<file path="config.mk">
export PLATFORM = sky130hd
export DESIGN_NAME = fp_align_shift_seq
export DESIGN_NICKNAME = d
export VERILOG_FILES = /design/src/rtl/fp_align_pkg.sv /design/src/rtl/align_step_shr.sv /design/src/rtl/fp_align_shift_seq.sv
export SDC_FILE = /design/constraint.sdc
export NUM_CORES = 1
export LEC_CHECK = 0
export BUFFER_PORTS_ARGS = -buffer_cell sky130_fd_sc_hd__buf_4
export CAP_MARGIN = 20
export CELL_PAD_IN_SITES_DETAIL_PLACEMENT = 0
export CELL_PAD_IN_SITES_GLOBAL_PLACEMENT = 1
export CORE_MARGIN = 2
export CORE_UTILIZATION = 30
export CTS_BUF_LIST = sky130_fd_sc_hd__clkbuf_4 sky130_fd_sc_hd__clkbuf_8 sky130_fd_sc_hd__clkbuf_16
export DETAILED_ROUTE_END_ITERATION = 16
export PLACE_DENSITY_LB_ADDON = 0.1
export REMOVE_ABC_BUFFERS = 1
export SLEW_MARGIN = 10
export SYNTH_ARGS = -nofsm -noshare
export SYNTH_HDL_FRONTEND = slang
export SYNTH_SLANG_ARGS = --single-unit
</file>
<file path="constraint.sdc">
create_clock -name clk -period 2.56 [get_ports clk]
set_input_delay 0.512 -clock clk [delete_from_list [all_inputs] [get_ports clk]]
set_output_delay 0.512 -clock clk [all_outputs]
set_load 0.01 [all_outputs]
</file>
<file path="src/rtl/fp_align_pkg.sv">
// Shared definitions for the FP add/sub mantissa alignment stage.
// Holds the default datapath widths and the sequencer state encoding
// used by fp_align_shift_seq and align_step_shr.
package fp_align_pkg;

    localparam int MAN_W     = 24;            // mantissa incl. hidden bit
    localparam int EXP_W     = 8;             // exponent width
    localparam int GRS_W     = 3;             // guard, round, sticky
    localparam int WORK_W    = MAN_W + GRS_W; // alignment work register
    localparam int MAX_SHIFT = 24;            // largest meaningful shift

    typedef enum logic [1:0] {
        IDLE  = 2'd0,
        SHIFT = 2'd1,
        DONE  = 2'd2
    } state_t;

endpackage

</file>
<file path="src/rtl/align_step_shr.sv">
// One alignment step: logical right shift of the work register by k bits,
// folding every bit shifted out into bit 0 (sticky) so that sticky is
// never lost across successive steps.
//
// Ports:
//   w_in   work register before the step
//   k      shift amount for this step (0..max step)
//   w_out  shifted work register with sticky folded into bit 0
module align_step_shr #(
    parameter int W_W = 27,
    parameter int K_W = 5
) (
    input  logic [W_W-1:0] w_in,
    input  logic [K_W-1:0] k,
    output logic [W_W-1:0] w_out
);
    import fp_align_pkg::*;

    logic [W_W-1:0] mask;
    logic [W_W-1:0] shifted;
    logic           sticky;

    always_comb begin
        // mask selects the k low bits that fall off the end
        mask    = ~({W_W{1'b1}} << k);
        shifted = w_in >> k;
        sticky  = |(w_in & mask);
        w_out   = {shifted[W_W-1:1], shifted[0] | sticky};
    end

endmodule

</file>
<file path="src/rtl/fp_align_shift_seq.sv">
// Mantissa alignment stage of the FP add/sub datapath.
// Picks the larger-exponent operand and right-shifts the smaller mantissa
// SHIFT_STEP bits per cycle, producing guard/round/sticky. One operation
// in flight; valid/ready handshake on both sides.
//
// Ports:
//   clk, rst             clock, synchronous active-high reset
//   in_valid / in_ready  input handshake (ready only in IDLE)
//   exp1, exp2           operand exponents
//   man1, man2           operand mantissas, hidden bit at MSB
//   shift                |exp1-exp2| from the exponent comparator
//   in1_sub_in2          1 = operand 2 has the larger exponent
//   check_qualon         1 = exponent difference exceeds mantissa width
//   out_valid / out_ready output handshake (valid only in DONE)
//   exp_big, man_big     larger-exponent operand
//   man_al, grs          aligned smaller mantissa and its guard/round/sticky
//   swapped              registered copy of in1_sub_in2
module fp_align_shift_seq #(
    parameter int MAN_W      = 24,
    parameter int EXP_W      = 8,
    parameter int SHIFT_STEP = 4
) (
    input  logic             clk,
    input  logic             rst,
    input  logic             in_valid,
    output logic             in_ready,
    input  logic [EXP_W-1:0] exp1,
    input  logic [EXP_W-1:0] exp2,
    input  logic [MAN_W-1:0] man1,
    input  logic [MAN_W-1:0] man2,
    input  logic [4:0]       shift,
    input  logic             in1_sub_in2,
    input  logic             check_qualon,
    output logic             out_valid,
    input  logic             out_ready,
    output logic [EXP_W-1:0] exp_big,
    output logic [MAN_W-1:0] man_big,
    output logic [MAN_W-1:0] man_al,
    output logic [2:0]       grs,
    output logic             swapped
);
    import fp_align_pkg::*;

    localparam int         AL_W   = MAN_W + GRS_W;
    localparam logic [4:0] STEP_K = 5'(SHIFT_STEP);

    state_t           state;
    logic [AL_W-1:0]  work;
    logic [AL_W-1:0]  work_next;
    logic [4:0]       rem;
    logic [4:0]       k;
    logic [MAN_W-1:0] man_small;

    assign in_ready  = (state == IDLE);
    assign out_valid = (state == DONE);
    assign man_al    = work[AL_W-1:GRS_W];
    assign grs       = work[GRS_W-1:0];

    // Operand 1 is "big" on ties; downstream sorts out equal exponents.
    assign man_small = in1_sub_in2 ? man1 : man2;

    always_comb begin
        k = (rem > STEP_K) ? STEP_K : rem;
    end

    align_step_shr #(
        .W_W(AL_W),
        .K_W(5)
    ) u_step (
        .w_in (work),
        .k    (k),
        .w_out(work_next)
    );

    always_ff @(posedge clk) begin
        if (rst) begin
            state   <= IDLE;
            work    <= '0;
            rem     <= '0;
            exp_big <= '0;
            man_big <= '0;
            swapped <= 1'b0;
        end else begin
            case (state)
                IDLE: begin
                    if (in_valid) begin
                        swapped <= in1_sub_in2;
                        exp_big <= in1_sub_in2 ? exp2 : exp1;
                        man_big <= in1_sub_in2 ? man2 : man1;
                        rem     <= shift;
                        if (check_qualon) begin
                            // Too far apart: the whole small mantissa is sticky.
                            work  <= {{(AL_W-1){1'b0}}, |man_small};
                            state <= DONE;
                        end else begin
                            work  <= {man_small, {GRS_W{1'b0}}};
                            state <= (shift == 5'd0) ? DONE : SHIFT;
                        end
                    end
                end
                SHIFT: begin
                    work <= work_next;
                    rem  <= rem - k;
                    if (rem == k) begin
                        state <= DONE;
                    end
                end
                DONE: begin
                    if (out_ready) begin
                        state <= IDLE;
                    end
                end
                default: state <= IDLE;
            endcase
        end
    end

endmodule

</file>
==> results.cfg, run 1 <==
[outcome]
status = finished, final reports clean

[cts]
h-tree-depth = 3
postCtsHoldBufs = 0
clk_pin_slew_ns = 0.05
cts_resized = 0
cts_tree = yes
clk_path_buf_depth = 2
cts_made_buffers = 9
postCtsSetupBuffers = 0
root_buffer = clkbuf_16
clock-sinks = 67
clock_latency_ns = 0.34

[routing]
vias = 4333
final_antenna_net_count = 0
viasPerCell = 5.51
dr.pass1.iters = 5
routed_wl_mm = 14.7
drt_iter0_markers = 239
drc_errors = 0
wire_per_inst_um = 18.6

[setup_path]
startpoint_type = flop
critPathMaxFanout = 13
crit_type = reg2reg
cp.arrival_ns = 2.32
ff2ff_path_depth = 4
endpoint_kind = flop
cp_data_required_time_ns = 2.77

[sta]
setup_tns_ns = 0
finalSetupViolCount = 0
hold_ws_ns = 0.456
rsz0062_at_grt = no
clock.fmax_ghz = 0.474
maxSlewHeadroom_pct = 43.5
layout_min_cycle_time_ns = 2.11
clock_skew_ns = 0.00618
timing.final.crit_share_pct = 82.4
worstMarginPinSlew_ns = 0.843
setup_slack_ns = 0.450
hold_viol_final = 0
maxSlewViolCount = 0

[synth]
synth_area_mm2 = 0.00425
ys_ff_latch = 67
synth.most_common_cell = dfxtp_1
synth_largest_area_cell = dfxtp_1
synth_fa_ha_area_share_pct = 0.294
synth.avg_cell_area_um2 = 8.84
synth_top_area_share_pct = 31.5
synth_common_cells = 67 x dfxtp_1, 62 x mux2i_1, 54 x nor2_1
yosys.area_share.simple_pct = 13.3
synth-xor-area-share_pct = 0
ys_top_cells_by_area = dfxtp_1 32%, mux2i_1 15%, a211oi_1 6.2%
synth_top_family_by_area = compound AO/OA/AOI/OAI gates
ys_dominant_reg_cell = dfxtp_1
synth.area.mux_share_pct = 22.3
synth_edf_count = 0
synthArstFlopShare_pct = 0
synth_compound_area_share_pct = 26.4
ys_seq_area_share_pct = 31.5
yosysWarnings = 0
synth_cells = 481
synthDistinctLibCells = 57

[global_routing]
grtUsageMet3_pct = 3.09
grt_use_total_pct = 19.0
grt_first_pass_wirelength_mm = 22.1
grt_pass1_vias = 4108
grt_max_degree = 39
antenna_found_initial = 0
grt_overflow = 0
globalRoute.busiestLayer = met2
gr-usage-met2_pct = 30.2
globalRouteMet1Util_pct = 25.5

[final_layout]
antennaDiodeCount = 0
instances_no_fill = 787
fin_util_pct = 41.2
nets = 679
num-fill-cells = 1476
drive_gt1_share_pct = 34.3
area_growth_pct = 34.3
stdcell_area_mm2 = 0.00571

[power]
p_total_mw = 3.78
clkPwrFrac_pct = 31.2
power_leakage_nw = 2.41
peakVddDrop_v = 0.000296
p_per_area_mw_per_mm2 = 661
combPwrFrac_pct = 32.5
p_seq_share_pct = 36.2
p_sw_mw = 1.28
intPower_mw = 2.49
power.share.switching_pct = 34.0

[placement]
dpl-instance-area_mm2 = 0.00544
place.gp.congestion = 0.769
dp_hpwl_mm = 10.8
post-place-ws_ns = 0.275
portBuffers = 136
dp.cells = 772

[min_path]
min_path_cells = 3
worstHoldPathType = in2reg

[floorplanning]
io_pins = 137
die_w_um = 123
start_util_pct = 30.6
core_area_mm2 = 0.0139
dieArea_mm2 = 0.0151
die-height_um = 123
rows = 43

[run]
drv_cap = 0
[per-layer routing]
metal / part of all wire (%) / vias to the layer above
met1: 45 / 2056
met5: 0 / -
li1: - / 2119
met4: 2.2 / 0
met3: 5.7 / 21
met2: 47 / 137
[registers in the layout, indices dropped and copies added (netlist names)]
| register | cells |
|---|---|
| rem | 5 |
| work | 27 |
| state | 2 |
| swapped | 1 |
| man_big | 24 |
| exp_big | 8 |
[worst paths after layout]
kind / from / to / slack [ns]
min reg2reg: swapped / swapped / 0.46
max reg2reg: rem[4] / work[17] / 0.45
max: rem[4] / work[17] / 0.45
min: shift[3] / rem[3] / 0.46
[kinds of logic after synthesis]
group	count (synthesis)
AOI/OAI and AO/OA	160
adders and majority gates	1
buffers and inverters	51
DFF	67
muxes	87
other	1
and+or+nand+nor	114
[area by class of cell]
| class | instances | area [um^2] | share of cell area [%] |
|---|---|---|---|
| timing repair buffer | 158 | 1200 | 21.0 |
| tap | 180 | 225 | 3.94 |
| clock inverter | 2 | 12.5 | 0.219 |
| multi-input combinational | 363 | 2660 | 46.6 |
| inverter | 4 | 15.0 | 0.263 |
| clock buffer | 13 | 262 | 4.58 |
| sequential | 67 | 1340 | 23.5 |
[power groups by stage]
stage | clock network, mW | logic [mW] | registers (mW)
final | 1.18 | 1.23 | 1.37
after global routing | 1.25 | 1.34 | 1.39
after global placement | 0 | 1.22 | 1.39
after detailed placement | 0 | 1.23 | 1.39
after CTS | 1.22 | 1.24 | 1.37
after floorplan | 0 | 0.602 | 1.40
[critical path, cell delays in order, from the launching register on]
cell	delay, ns
dfxtp_1	0.41
nor4_1	0.55
nand3_1	0.53
o22ai_1	0.35
o22ai_1	0.13
[placed cells by master, fill, tap and decap left out, types with 3 or more instances in the layout]
cell type,Yosys,routed
nand3_1,6,6
nand2_1,12,12
mux4_1,3,3
mux2_2,22,22
nor3_1,10,10
a31oi_1,4,4
nor2_1,54,54
nor4_1,10,10
dfxtp_1,67,67
a32oi_1,3,3
o221ai_1,15,15
a21oi_1,13,13
o22ai_1,30,30
nand2b_1,3,3
mux2i_1,62,62
inv_1,4,4
clkbuf_4,0,3
clkbuf_16,0,9
o21ai_0,30,30
a211oi_1,35,35
buf_4,3,157
nor2b_1,5,5
o311a_1,3,3
Power figures use the tool's default switching activity.
==> inputs of run 2 (changes only) <==
Settings changed: ABC_AREA set to 1.
Clock period 2.56 ns to 1.8 ns, I/O delays scaled along.
==> run 2 against run 1 <==
  * Power grew 50%
  * Clock skew down 0.0022 ns
  * Clock-buffer cell count unchanged
  * Cell count up 28%
  * Register-to-register slack lost 0.30 ns
  * Highest routed layer unchanged
  * Largest cell class unchanged
  * Via count rose by 18%
  * Worst hold slack lost 0.20 ns
==> results.cfg, run 2 <==
[cts]
cts_made_buffers = 9
clock_latency_ns = 0.34
postCtsHoldBufs = 0
h-tree-depth = 3
clk_path_buf_depth = 2
clock-sinks = 67
cts_tree = yes
root_buffer = clkbuf_16
clk_pin_slew_ns = 0.05

[run]
drv_cap = 0

[placement]
dp_hpwl_mm = 10.9
portBuffers = 136
place.gp.congestion = 0.861

[floorplanning]
dieArea_mm2 = 0.0156
die_w_um = 125
core_area_mm2 = 0.0144
io_pins = 137
rows = 44
start_util_pct = 30.4
die-height_um = 125

[routing]
drt_iter0_markers = 384
dr.pass1.iters = 5
routed_wl_mm = 15.0
wire_per_inst_um = 14.8
viasPerCell = 5.08
drc_errors = 0
vias = 5120
final_antenna_net_count = 0

[sta]
clock.fmax_ghz = 0.605
hold_viol_final = 0
hold_ws_ns = 0.252
layout_min_cycle_time_ns = 1.65
timing.final.crit_share_pct = 91.9
finalSetupViolCount = 0
rsz0062_at_grt = no
clock_skew_ns = 0.00399
setup_tns_ns = 0
maxSlewViolCount = 0

[setup_path]
critPathMaxFanout = 21
r2r_end = work[21]
reg2reg_slack_ns = 0.15
critPathCapture = work[21]
endpoint_kind = flop
reg2reg_from = rem[3]
crit_start = rem[3]
startpoint_type = flop
cp.arrival_ns = 1.88
ff2ff_path_depth = 8
crit_type = reg2reg
cp_data_required_time_ns = 2.03

[global_routing]
grt_max_degree = 59
grt_overflow = 0
antenna_found_initial = 0
grt_use_total_pct = 19.2
grt_pass1_vias = 4873
grt_first_pass_wirelength_mm = 24.6

[final_layout]
antennaDiodeCount = 0
area_growth_pct = 35.0
reg_top3 = work x27, man_big x24, exp_big x8
largest_reg_flops = 27
drive_gt1_share_pct = 25.0
layout_commonest_cell = nand2_1
mostFrequentLayoutCells = 203 x nand2_1, 157 x buf_4, 73 x o21ai_0, 66 x dfxtp_1, 65 x inv_1
nets = 898
regMostFlops = work

[power]
p_per_area_mw_per_mm2 = 958
peakVddDrop_v = 0.000507
power_leakage_nw = 2.72

[synth]
synth.most_common_cell = nand2_1
synth.avg_cell_area_um2 = 6.30
synthDistinctLibCells = 33
synth_top_area_share_pct = 30.6
synth_common_cells = 203 x nand2_1, 73 x o21ai_0, 67 x dfxtp_1
synth_area_mm2 = 0.00438
synth_largest_area_cell = dfxtp_1
synth_edf_count = 0
synthArstFlopShare_pct = 0
ys_top_cells_by_area = dfxtp_1 31%, nand2_1 17%, o21ai_0 8.3%
yosysWarnings = 0
ys_ff_latch = 67
ys_dominant_reg_cell = dfxtp_1
ys_seq_area_share_pct = 30.6
synth_cells = 696

[outcome]
status = finished, final reports clean

[min_path]
worstHoldPathType = in2reg
run 2: layer usage:
| metal | up-vias | global-route usage (%) | wire [um] |
|---|---|---|---|
| li1 | 2585 | - | - |
| met1 | 2376 | 24.9 | 6890 |
| met2 | 141 | 31.7 | 7010 |
| met3 | 18 | 5.24 | 847 |
| met4 | 0 | 5.16 | 216 |
| met5 | - | 0 | 0 |
run 2: layout make-up:
class	instances	area [um^2]
Clock buffer	13	262
Fill cell	1542	8510
Inverter	76	290
Multi-Input combinational cell	506	2510
Sequential cell	67	1340
Tap cell	184	230
Timing Repair Buffer	162	1280
run 2: timing repair:
action,CTS,global route
gates resized for setup,1,2
setup buffers,0,0
endpoints found under the setup margin,4,2
run 2: cells by family (layout without fill, tap and decap cells):
kind of cell             Yosys count  in the layout  synth area share (%)
adder cells (fa/ha/maj)            1              1                 0.286
AND/OR/NAND/NOR                  278            278                  26.9
AO/OA/AOI/OAI                    226            226                  29.8
flip-flops                        67             67                  30.6
other                              1              1                0.0856
buffers and inverters            123            251                  12.3
run 2: worst min-delay path by stage:
stage | from | endpoint | slack, ns | depth (start not counted)
6_report | rst | work[2] | 0.25 | 2
3_3_place_gp | work[0] | work[0] | 0.48 | 2
2_1_floorplan | rst | rem[4] | 0.43 | 1
4_1_cts | rst | work[2] | 0.24 | 2
5_1_grt | rst | work[2] | 0.24 | 2
3_5_place_dp | work[1] | work[1] | 0.49 | 2
run 2: power by group:
group	switching, mW	internal [mW]
clock network	0.632	0.993
logic	1.25	0.893
registers	0.197	1.70
total	2.08	3.59
run 2: per-stage QoR:
stage | instance area (um^2) | cells | setup slack, ns | utilization, % | power (mW)
3_3_place_gp | 5640 | 995 | -0.0613 | 39.1 | 4.03
3_5_place_dp | 5640 | 995 | -0.104 | 39.1 | 4.05
6_report | 5920 | 1008 | 0.147 | 41.0 | 5.67
5_1_grt | 5920 | 1008 | 0.0263 | 41.0 | 6.05
2_1_floorplan | 4130 | 649 | 0.0883 | - | 3.05
4_1_cts | 5910 | 1008 | 0.154 | 41.0 | 5.72
run 2: critical path, stage by stage, from the launching register on:
cell and delay [ns]:
dfxtp_1 0.34, inv_2 0.08, nand2_2 0.08, nor2_4 0.12
nand2_1 0.15, inv_2 0.34, o211ai_1 0.21, nand3_1 0.14
a21oi_1 0.07
==> inputs of run 3 (changes only) <==
Settings changed: MAX_ROUTING_LAYER set to met4.
==> run 3 against run 2 <==
  * Die area did not move
  * Sequential power about the same
  * Worst setup slack improved by 0.00053 ns
  * Worst hold slack got worse by 0.0012 ns
  * Combinational power is essentially flat
  * Sequential share of layout area is the same
  * Core utilization unchanged
  * Routed wire length is 0.17% higher
  * Maximum frequency barely moved
  * First-iteration DRC count shrank 2.3%
  * Design area did not move
  * Power about the same
  * Critical path type unchanged
  * Critical endpoint unchanged
  * Largest cell class unchanged
  * Highest routed layer unchanged
==> results.cfg, run 3 (synthesized netlist as in run 2, its figures left out) <==
[cts]
h-tree-depth = 3
clock_latency_ns = 0.34
cts_tree = yes
cts_made_buffers = 9
postCtsHoldBufs = 0
root_buffer = clkbuf_16
clock-sinks = 67
clk_pin_slew_ns = 0.05
clk_path_buf_depth = 2
postCtsSetupBuffers = 0

[final_layout]
regMostFlops = work
antennaDiodeCount = 0
mostFrequentLayoutCells = 203 x nand2_1, 157 x buf_4, 73 x o21ai_0, 66 x dfxtp_1, 65 x inv_1
drive_gt1_share_pct = 25.0
area_growth_pct = 35.0
nets = 898
reg_top3 = work x27, man_big x24, exp_big x8
instances_no_fill = 1008
largest_reg_flops = 27
layout_commonest_cell = nand2_1

[placement]
place.gp.congestion = 0.875
portBuffers = 136
dp_hpwl_mm = 10.9
dp.cells = 995

[global_routing]
grt_overflow = 0
antenna_found_initial = 0
grt_use_total_pct = 19.8
grt_pass1_vias = 4879
grt_first_pass_wirelength_mm = 24.6
grt_max_degree = 59

[floorplanning]
core_area_mm2 = 0.0144
rows = 44
die_w_um = 125
io_pins = 137
start_util_pct = 30.4
dieArea_mm2 = 0.0156
die-height_um = 125

[routing]
wire_per_inst_um = 14.9
viasPerCell = 5.07
vias = 5106
final_antenna_net_count = 0
drt_iter0_markers = 375
drc_errors = 0
dr.pass1.iters = 5
routed_wl_mm = 15.0

[run]
drv_cap = 0

[power]
power_leakage_nw = 2.72
combPwrFrac_pct = 37.8
intPower_mw = 3.59
p_seq_share_pct = 33.5
clkPwrFrac_pct = 28.7
p_sw_mw = 2.08
p_per_area_mw_per_mm2 = 958
power.share.switching_pct = 36.7
peakVddDrop_v = 0.000510

[sta]
setup_tns_ns = 0
maxSlewViolCount = 0
hold_ws_ns = 0.251
rsz0062_at_grt = no
timing.final.crit_share_pct = 91.8
finalSetupViolCount = 0
clock_skew_ns = 0.00385
layout_min_cycle_time_ns = 1.65
hold_viol_final = 0
clock.fmax_ghz = 0.605

[setup_path]
reg2reg_slack_ns = 0.15
crit_type = reg2reg
startpoint_type = flop
endpoint_kind = flop
cp.arrival_ns = 1.88
cp_data_required_time_ns = 2.03
critPathMaxFanout = 21

[outcome]
status = finished, final reports clean

[min_path]
worstHoldPathType = in2reg
-- run 3: cell counts in the layout (fill, tap and decap cells not counted) --
No cell type changed its count.
-- run 3: power groups by stage --
stage	combinational [mW]	clock [mW]	sequential (mW)
after floorplan	1.09	0	1.97
after global placement	2.11	0	1.92
after detailed placement	2.13	0	1.92
after CTS	2.14	1.68	1.90
after global routing	2.38	1.75	1.93
final	2.14	1.63	1.90
-- run 3: metal layers --
metal | vias up | routed length (um) | GRT usage [%]
li1 | 2587 | - | -
met4 | 0 | 215 | 5.16
met1 | 2371 | 6940 | 25.1
met3 | 18 | 757 | 4.94
met2 | 130 | 7080 | 31.7
met5 | - | 0 | -
-- run 3: timing repair --
action	CTS	global route
setup endpoints to repair	4	2
hold endpoints to repair	0	0
gates resized for setup	1	2
-- run 3: final timing paths --
| kind | to | startpoint | cells past startpoint |
|---|---|---|---|
| setup reg to reg | work[21] | rem[3] | 8 |
| hold reg to reg | work[0] | work[0] | 2 |
| setup / recovery | work[21] | rem[3] | 8 |
| hold / removal | work[2] | rst | 2 |
-- run 3: per-stage QoR --
| step | util, % | setup slack, ns | area, um^2 | total power [mW] |
|---|---|---|---|---|
| after floorplan | - | 0.0883 | 4130 | 3.05 |
| after global placement | 39.1 | -0.0613 | 5640 | 4.03 |
| after detailed placement | 39.1 | -0.104 | 5640 | 4.05 |
| after CTS | 41.0 | 0.154 | 5910 | 5.72 |
| after global routing | 41.0 | 0.0263 | 5920 | 6.05 |
| final | 41.0 | 0.147 | 5920 | 5.67 |
-- run 3: layout make-up --
type,instances,area (um^2)
Clock buffer,13,262
Timing Repair Buffer,162,1280
Sequential cell,67,1340
Multi-Input combinational cell,506,2510
Inverter,76,290
Tap cell,184,230
Fill cell,1542,8510
-- run 3: critical path, stage by stage, from the launching register on --
cell and delay [ns]:
dfxtp_1 0.34, inv_2 0.08, nand2_2 0.08, nor2_4 0.12
nand2_1 0.15, inv_2 0.33, o211ai_1 0.21, nand3_1 0.14
a21oi_1 0.07
